File: src/rtl/esop_tt_sweeper_pkg.sv
// Shared types and sizing for the ESOP truth-table sweeper.
package esop_bench_pkg;

  localparam int N_IN    = 8;
  localparam int WORD_W  = 32;
  localparam int N_PAT   = 1 << N_IN;
  localparam int N_WORDS = N_PAT / WORD_W;
  localparam int BIT_W   = $clog2(WORD_W);
  localparam int IDX_W   = ((N_IN - BIT_W) > 1) ? (N_IN - BIT_W) : 1;

  typedef enum logic [1:0] {
    IDLE  = 2'd0,
    DRIVE = 2'd1,
    DRAIN = 2'd2,
    EMIT  = 2'd3
  } state_t;

  // One in-flight pattern: en marks a real sample, bit_idx is its slot in the word.
  typedef struct packed {
    logic             en;
    logic [BIT_W-1:0] bit_idx;
  } lat_ent_t;

endpackage

File: src/rtl/esop_tt_sweeper_if.sv
// Truth-table word stream: valid/ready with data, word index and last flag.
interface esop_tt_sweeper_if;
  import esop_bench_pkg::*;

  logic              tt_valid;
  logic              tt_ready;
  logic [WORD_W-1:0] tt_data;
  logic [IDX_W-1:0]  tt_index;
  logic              tt_last;

  modport master (output tt_valid, tt_data, tt_index, tt_last, input tt_ready);
  modport slave  (input tt_valid, tt_data, tt_index, tt_last, output tt_ready);
endinterface

File: src/rtl/esop_tt_sweeper_lat_pipe.sv
// Delay line that tracks each applied pattern until the network's output for it is valid.
module esop_lat_pipe
  import esop_bench_pkg::*;
#(
  parameter int DUT_LAT = 0
) (
  input  logic     i_clk,
  input  logic     i_rst,
  input  lat_ent_t i_ent,
  output lat_ent_t o_ent
);

  generate
    if (DUT_LAT == 0) begin : g_pass
      // Combinational network: the sample belongs to the pattern driven this cycle.
      logic w_unused;
      assign w_unused = i_clk ^ i_rst;
      assign o_ent    = i_ent;
    end else begin : g_pipe
      lat_ent_t r_stg [DUT_LAT];

      // Shift entries one stage per cycle; reset empties the line.
      always_ff @(posedge i_clk) begin
        if (i_rst) begin
          for (int i = 0; i < DUT_LAT; i++) r_stg[i] <= '0;
        end else begin
          r_stg[0] <= i_ent;
          for (int i = 1; i < DUT_LAT; i++) r_stg[i] <= r_stg[i-1];
        end
      end

      assign o_ent = r_stg[DUT_LAT-1];
    end
  endgenerate

endmodule

File: src/rtl/esop_tt_sweeper.sv
// Exhaustive sweeper: drives every input pattern into an ESOP network, packs the
// sampled outputs into truth-table words and streams them out.
//
// state | meaning
// IDLE  | waiting for start, x_out parked at 0
// DRIVE | applying WORD_W consecutive patterns of the current word
// DRAIN | waiting DUT_LAT cycles for the last samples to return
// EMIT  | presenting the packed word until the consumer takes it
module esop_tt_sweeper
  import esop_bench_pkg::*;
#(
  parameter int DUT_LAT = 0
) (
  input  logic                   i_clk,
  input  logic                   i_rst,
  input  logic                   i_start,
  output logic                   o_busy,
  output logic                   o_done,
  output logic [N_IN-1:0]        o_x_out,
  input  logic                   i_y_in,
  esop_tt_sweeper_if.master      tt,
  output logic [N_IN:0]          o_onset
);

  localparam int DRN_W = (DUT_LAT > 1) ? $clog2(DUT_LAT) : 1;
  localparam logic [DRN_W-1:0] DRN_INIT = (DUT_LAT > 0) ? DRN_W'(DUT_LAT - 1) : '0;

  state_t            r_state, w_state_nxt;
  logic [N_IN:0]     r_pat;
  logic [BIT_W-1:0]  r_cnt;
  logic [IDX_W-1:0]  r_k;
  logic [WORD_W-1:0] r_buf;
  logic [N_IN:0]     r_onset;
  logic              r_done;
  logic [DRN_W-1:0]  r_drn;
  lat_ent_t          w_ent_in, w_ent_out;
  logic              w_last_pat, w_last_word, w_unused;

  assign w_last_pat  = (r_cnt == BIT_W'(WORD_W - 1));
  assign w_last_word = (r_k == IDX_W'(N_WORDS - 1));
  assign w_ent_in    = '{en: (r_state == DRIVE), bit_idx: r_cnt};
  // The pattern counter never exceeds N_PAT-1 during a sweep; its top bit is headroom.
  assign w_unused    = r_pat[N_IN];

  esop_lat_pipe #(.DUT_LAT(DUT_LAT)) u_lat_pipe (
    .i_clk (i_clk),
    .i_rst (i_rst),
    .i_ent (w_ent_in),
    .o_ent (w_ent_out)
  );

  // State register.
  always_ff @(posedge i_clk) begin
    if (i_rst) r_state <= IDLE;
    else       r_state <= w_state_nxt;
  end

  // Next-state decode; EMIT holds until the handshake.
  always_comb begin
    w_state_nxt = r_state;
    case (r_state)
      IDLE:  if (i_start) w_state_nxt = DRIVE;
      DRIVE: if (w_last_pat) w_state_nxt = (DUT_LAT == 0) ? EMIT : DRAIN;
      DRAIN: if (r_drn == '0) w_state_nxt = EMIT;
      EMIT:  if (tt.tt_ready) w_state_nxt = w_last_word ? IDLE : DRIVE;
      default: w_state_nxt = IDLE;
    endcase
  end

  // Pattern counter, word packer, onset counter and done pulse.
  always_ff @(posedge i_clk) begin
    if (i_rst) begin
      r_pat   <= '0;
      r_cnt   <= '0;
      r_k     <= '0;
      r_buf   <= '0;
      r_onset <= '0;
      r_done  <= 1'b0;
      r_drn   <= '0;
    end else begin
      r_done <= 1'b0;
      if (w_ent_out.en) begin
        r_buf[w_ent_out.bit_idx] <= i_y_in;
        if (i_y_in && (r_onset != (N_IN+1)'(N_PAT))) r_onset <= r_onset + 1'b1;
      end
      case (r_state)
        IDLE: begin
          if (i_start) begin
            r_pat   <= '0;
            r_cnt   <= '0;
            r_k     <= '0;
            r_onset <= '0;
          end
        end
        DRIVE: begin
          r_cnt <= r_cnt + 1'b1;
          r_drn <= DRN_INIT;
          // x_out holds the word's last pattern through DRAIN and EMIT.
          if (!w_last_pat) r_pat <= r_pat + 1'b1;
        end
        DRAIN: begin
          if (r_drn != '0) r_drn <= r_drn - 1'b1;
        end
        EMIT: begin
          if (tt.tt_ready) begin
            if (w_last_word) begin
              r_done <= 1'b1;
              r_pat  <= '0;
            end else begin
              r_k   <= r_k + 1'b1;
              r_pat <= r_pat + 1'b1;
            end
          end
        end
        default: ;
      endcase
    end
  end

  assign o_busy      = (r_state != IDLE);
  assign o_done      = r_done;
  assign o_x_out     = r_pat[N_IN-1:0];
  assign o_onset     = r_onset;
  assign tt.tt_valid = (r_state == EMIT);
  assign tt.tt_data  = r_buf;
  assign tt.tt_index = r_k;
  assign tt.tt_last  = (r_state == EMIT) && w_last_word;

endmodule

File: src/flat_wrapper.sv
// flat-port wrapper written by rule: the top's interface ports become plain ports
module esop_tt_sweeper_flat import esop_bench_pkg::*;
#(
  parameter int DUT_LAT = 0
)
  (i_clk, i_rst, i_start, o_busy, o_done, o_x_out, i_y_in, o_onset, tt_tt_valid, tt_tt_data, tt_tt_index, tt_tt_last, tt_tt_ready);
  esop_tt_sweeper_if tt_i ();
  input  logic i_clk;
  input  logic i_rst;
  input  logic i_start;
  output logic o_busy;
  output logic o_done;
  output logic [N_IN-1:0] o_x_out;
  input  logic i_y_in;
  output logic [N_IN:0] o_onset;
  output wire logic [$bits(tt_i.tt_valid)-1:0] tt_tt_valid;
  output wire logic [$bits(tt_i.tt_data)-1:0] tt_tt_data;
  output wire logic [$bits(tt_i.tt_index)-1:0] tt_tt_index;
  output wire logic [$bits(tt_i.tt_last)-1:0] tt_tt_last;
  input wire logic [$bits(tt_i.tt_ready)-1:0] tt_tt_ready;
  assign tt_tt_valid = tt_i.tt_valid;
  assign tt_tt_data = tt_i.tt_data;
  assign tt_tt_index = tt_i.tt_index;
  assign tt_tt_last = tt_i.tt_last;
  assign tt_i.tt_ready = tt_tt_ready;
  esop_tt_sweeper #(.DUT_LAT(DUT_LAT)) u_core (.i_clk(i_clk), .i_rst(i_rst), .i_start(i_start), .o_busy(o_busy), .o_done(o_done), .o_x_out(o_x_out), .i_y_in(i_y_in), .tt(tt_i), .o_onset(o_onset));
endmodule
File: config.mk
export PLATFORM = sky130hd
export DESIGN_NAME = esop_tt_sweeper_flat
export DESIGN_NICKNAME = d
export VERILOG_FILES = /design/src/rtl/esop_tt_sweeper_pkg.sv /design/src/rtl/esop_tt_sweeper_if.sv /design/src/rtl/esop_tt_sweeper_lat_pipe.sv /design/src/rtl/esop_tt_sweeper.sv /design/src/flat_wrapper.sv
export SDC_FILE = /design/constraint.sdc
export NUM_CORES = 1
export LEC_CHECK = 0
export CORE_ASPECT_RATIO = 0.6
export CORE_MARGIN = 5
export CORE_UTILIZATION = 46
export DETAILED_ROUTE_END_ITERATION = 8
export GPL_ROUTABILITY_DRIVEN = 0
export PLACE_DENSITY = 0.78
export REMOVE_ABC_BUFFERS = 1
export SLEW_MARGIN = 20
export SYNTH_ARGS = -nofsm -noshare
export SYNTH_HDL_FRONTEND = slang
export SYNTH_HIERARCHICAL = 1
export SYNTH_SLANG_ARGS = --single-unit
File: constraint.sdc
create_clock -name i_clk -period 2.3 [get_ports i_clk]
set_clock_uncertainty 0.2 [all_clocks]
set_input_delay 0.345 -clock i_clk [delete_from_list [all_inputs] [get_ports i_clk]]
set_output_delay 0.345 -clock i_clk [all_outputs]
set_load 0.005 [all_outputs]
== Word level (Yosys, flattened, before mapping) ==
Cells that the tools add are included.

* Input bits: 5
* Output and inout port bits: 56
* Bits in registers: 62

* Muxes and demuxes: 27
* Bitwise gates (word level): 2
* Reduce and logical (&&, ||, !) cells: 14
* $lt $le $gt $ge: 2
* Equality and inequality tests: 12
* Add/sub/neg operators: 5

{| class="wikitable"
|+ Operators by type and width
! kind !! number
|-
| two-way mux 9 bit || 8
|-
| bitwise mux 32 bit || 1
|-
| one-hot mux 9 bit (3 select lines) || 1
|-
| adder 9 x 1 -> 9 bit, second input constant || 2
|-
| AND reduction 4 bit || 3
|-
| one-hot mux 5 bit (2 select lines) || 1
|-
| two-way mux 3 bit || 3
|-
| != test 9 bit, second input constant || 1
|-
| two-way mux 2 bit || 4
|-
| != test 2 bit, second input constant || 4
|-
| one-hot mux 2 bit (4 select lines) || 1
|-
| nonzero test 2 bit || 4
|-
| less-than comparator 5 x 6 -> 1 bit, second input constant || 1
|-
| one-hot mux 3 bit (2 select lines) || 1
|-
| adder 5 x 1 -> 5 bit, second input constant || 1
|-
| demux 1 bit (select 5 bit) || 1
|-
| == test 5 bit, second input constant || 1
|-
| >= comparator 5 x 1 -> 1 bit, second input constant || 1
|-
| two-way mux 5 bit || 1
|-
| == test 2 bit, second input constant || 2
|-
| two-way mux 1 bit || 4
|-
| != test 2 x 1 -> 1 bit, second input constant || 2
|-
| adder 3 x 1 -> 3 bit, second input constant || 1
|-
| == test 3 bit, second input constant || 1
|-
| 9 further kinds || 12
|}

== Logic depth before layout (Yosys ltp) ==
* Word-level depth: 6
* Depth in mapped cells: 9

== Hierarchy ==
The synthesis kept the hierarchy.

{| class="wikitable"
|+ Modules (own cells, without submodules)
! module !! cells an instance !! seq. area each (µm²) !! area an instance (µm²) !! instances
|-
| esop_tt_sweeper || 357 || 1201.2 || 2824.0 || 1
|-
| esop_lat_pipe || 6 || 0.0 || 45.0 || 1
|}

== Worst setup path after synthesis ==
OpenSTA, ideal clock, no wires.

* Path kind: reg-to-reg
* Start: register u_core.r_cnt[0]
* End: register u_core.r_pat[7]
* Path buffers: 1
* Path slack: -0.204 ns
* Setup time: 0.070 ns
* Stages on the path, launching flop included: 9
* Required time: 2.030 ns
* Arrival time: 2.233 ns
* Path through: dfxtp_1 ha_1 and3_1 ha_1 mux2_4 or3_4 buf_6 or4_1 a21oi_1

* Cells in the longest elaborated chain, start to end: 3

{| class="wikitable"
|+ Ends and longest elaborated chain
! item !! RTL line !! RTL
|-
| from (decl) || esop_tt_sweeper.sv:30 || <nowiki>logic [BIT_W-1:0] r_cnt;</nowiki>
|-
| from (signal assigned) || esop_tt_sweeper.sv:96 || <nowiki>r_cnt <= r_cnt + 1'b1;</nowiki>
|-
| == test 5 bit || esop_tt_sweeper.sv:39 || <nowiki>assign w_last_pat = (r_cnt == BIT_W'(WORD_W - 1));</nowiki>
|-
| != test 2 bit (no source line) || n/a ||
|-
| AND reduction 4 bit (no source line) || n/a ||
|-
| to (signal assigned) || esop_tt_sweeper.sv:99 || <nowiki>if (!w_last_pat) r_pat <= r_pat + 1'b1;</nowiki>
|-
| to (signal assigned) || esop_tt_sweeper.sv:111 || <nowiki>r_pat <= r_pat + 1'b1;</nowiki>
|-
| to (decl) || esop_tt_sweeper.sv:29 || <nowiki>logic [N_IN:0] r_pat;</nowiki>
|}

No other way between the ends.
A chain may end at the register's enable or synchronous reset.

== Worst setup path after layout ==
* Start: register u_core.r_cnt[1]
* End: register u_core.r_pat[1]

Same word-level chain as after synthesis.

==> impl_metrics.yaml <==
run_status:
  status: "finished clean"
clock_network:
  clockBufferDepth: 2
  worst_setup_hold_path_clk_slew_ns: 0.06
  cts.sink_count: 60
  ctsRootBufferMaster: "clkbuf_8"
  h-tree-depth: 3
  cts_tree: "built"
  cts_setup_buffers: 0
  cts_inserted_buffers: 9
  clk_latency_ns: 0.33
worst_setup_path:
  regToRegStartpoint: "u_core/r_cnt[1]"
  cp_common_cell: "ha_4"
  slowest_stage: "or3b_2"
  slowest_delay_ns: 0.47
  regToRegSetupSlack_ns: 0.01
  crit_start: "u_core/r_cnt[1]"
  cp_max_fo: 6
  r2r.worst_path.cells: 7
  endpoint_kind: "flop"
  crit_path_cell_trace: "ha_4, and3_4, ha_4, mux2_4, or3_4, or3b_2, a21oi_2"
  path_class: "reg2reg"
  critPathTopFamily: "simple AND/OR/NAND/NOR gates"
  crit_required_ns: 2.36
  cp-start-kind: "flop"
  path_buf_inv: 0
  crit_cells: 7
  arrival_ns: 2.35
routing:
  wl_met1_microns: 3479
  drt-initial-drc-count: 115
  highest_layer: "met4"
  drt_pass1_iterations: 5
  antenna_left: 0
  wl_per_cell_microns: 13.87
  post-route-drc-count: 0
  dr_wl_met3_microns: 568
  drt-vias-per-instance: 5.320
  vias: 2756
  met2_length_microns: 3110
  routed_wl_microns: 7185
die:
  design.core.area_sq_mm: 0.006083
  die_h_microns: 71.18
  die_w_microns: 112.0
  rows: 22
  ios: 61
  initial_core_util_pct: 47.16
  die_area_sq_mm: 0.007968
global_route:
  grt.total_usage_pct: 17.82
  grt_pass1_wl_microns: 11720
  grt_pass1_vias: 2499
  grt_max_degree: 45
  grt_antenna_before_repair: 0
  grt.overflow.total: 0
placed_design:
  port_buffers: 60
  dp.cells: 503
  post_dp_cell_area_sq_mm: 0.003603
  dp_slack_ns: -0.2018
  dpl.hpwl_microns: 5053
sta:
  period_minus_slack_ns: 2.285
  setup_slack_ns: 0.01477
  finalHoldViolCount: 0
  rsz0062_at_grt: "yes"
  slew_viol_final: 0
  holdWs_ns: 0.2556
  worst_slew_pin_slew_ns: 0.5204
  relSlewSlack_pct: 64.94
  max_clock_freq_ghz: 0.4376
  period_share_pct: 99.36
  setup_violations: 0
layout:
  final_cells: 518
  finalNetCount: 445
  fin_area_sq_mm: 0.003837
  final_cell_mix: "clkdlybuf4s50_1, nand2_1, dfxtp_1"
  drive_gt1_share_pct: 12.21
  utilization_pct: 63.08
  syn_to_final_growth_pct: 33.75
  diodes: 0
power_and_ir_drop:
  p_leak_nw: 1.312
  peakVddDrop_uv: 356.6
  power_density_mw_per_mm2: 775.1
min_path:
  hold_depth: 2
  min-delay-start: "u_core/tt.tt_data[9]"
  hp-class: "reg2reg"
job:
  cap_violations: 0
logic_synthesis:
  synthFlopType: "dfxtp_1"
  synth_edf_count: 0
  synth-seq-cells: 60
  syn_inst: 363
  synth_area_sq_mm: 0.002869
  yosysSeqAreaShare_pct: 41.87
  async_flop_share_pct: 0
  synth_area_per_cell_sq_um: 7.904
  ys.warnings.count: 6
  synthDistinctLibCells: 37
==> repair_timing <==
| item | in CTS | in global routing |
|---|---|---|
| hold buffers | 0 | 0 |
| endpoints found under the hold margin | 0 | 0 |
| pin swaps | 10 | 2 |
| endpoints found under the setup margin | 8 | 7 |
| gates resized for setup | 11 | 7 |
==> metrics by stage <==
stage               total power, mW   TNS, ns
finish                        2.974         0
CTS                           2.972  -0.01845
global placement              2.067   -0.2905
floorplan                     1.655    -1.172
detailed placement            2.111   -0.6771
global route                  3.153   -0.1350
==> cells in the mapped netlist (all sizes together) (4+ instances only) <==
cell    instances  area, sq um
mux2i           5        50.05
nand2b          4        25.02
nand2          60        225.2
buf             9        72.56
nand3          22        110.1
or3             5        36.28
nor3            5        25.02
nor2           35        131.4
inv             7        26.28
o21ai          22        110.1
nor2b           5        31.28
xnor2           7        61.31
nand3b          6        45.04
a21oi          44        220.2
nor4            4        25.02
clkbuf         17        63.81
nor3b           6        45.04
ha             10        125.1
dfxtp          60         1201
==> worst min-delay path, stage by stage, from the launching register on <==
cell and delay (ns):
dfxtp_1 0.31, nand2_1 0.05, a21oi_1 0.05
==> where the power goes <==
group,switching (mW),total (mW),internal (mW)
clock network,0.387,0.828,0.441
logic,0.529,1.01,0.476
registers,0.0493,1.14,1.09
total,0.965,2.97,2.01
==> sequential cells by signal (all words and copies together) (netlist names) <==
name	count
u_core/tt.tt_data	32
u_core/o_onset	9
u_core/o_done	1
u_core/r_cnt	5
u_core/r_state	2
u_core/tt.tt_index	3
u_core/r_pat	8
==> logic make-up after synthesis <==
| family | synth area share, % |
|---|---|
| fa+ha+maj | 4.361 |
| simple gates | 29.48 |
| compound gates | 13.91 |
| flops | 41.87 |
| buf+inv | 5.669 |
| xor+xnor | 2.442 |
| mux | 2.268 |
==> cell type report <==
| class | count | area, sq um |
|---|---|---|
| inverter | 7 | 26.28 |
| timing repair buffer | 82 | 773.2 |
| sequential | 60 | 1207 |
| tap | 84 | 105.1 |
| fill | 555 | 2246 |
| multi-input combinational | 270 | 1556 |
| clock inverter | 2 | 10.01 |
| clock buffer | 13 | 158.9 |
==> per-layer routing <==
| layer | up-vias | track usage [%] |
|---|---|---|
| met2 | 98 | 26.36 |
| li1 | 1375 | - |
| met5 | - | 0 |
| met3 | 5 | 7.179 |
| met4 | 0 | 4.400 |
| met1 | 1278 | 24.38 |
==> final timing paths <==
check,end
setup / recovery,u_core/r_pat[1]
hold / removal,u_core/tt.tt_data[9]
setup reg to reg,u_core/r_pat[1]
hold reg to reg,u_core/tt.tt_data[9]
Power figures use the tool's default switching activity.
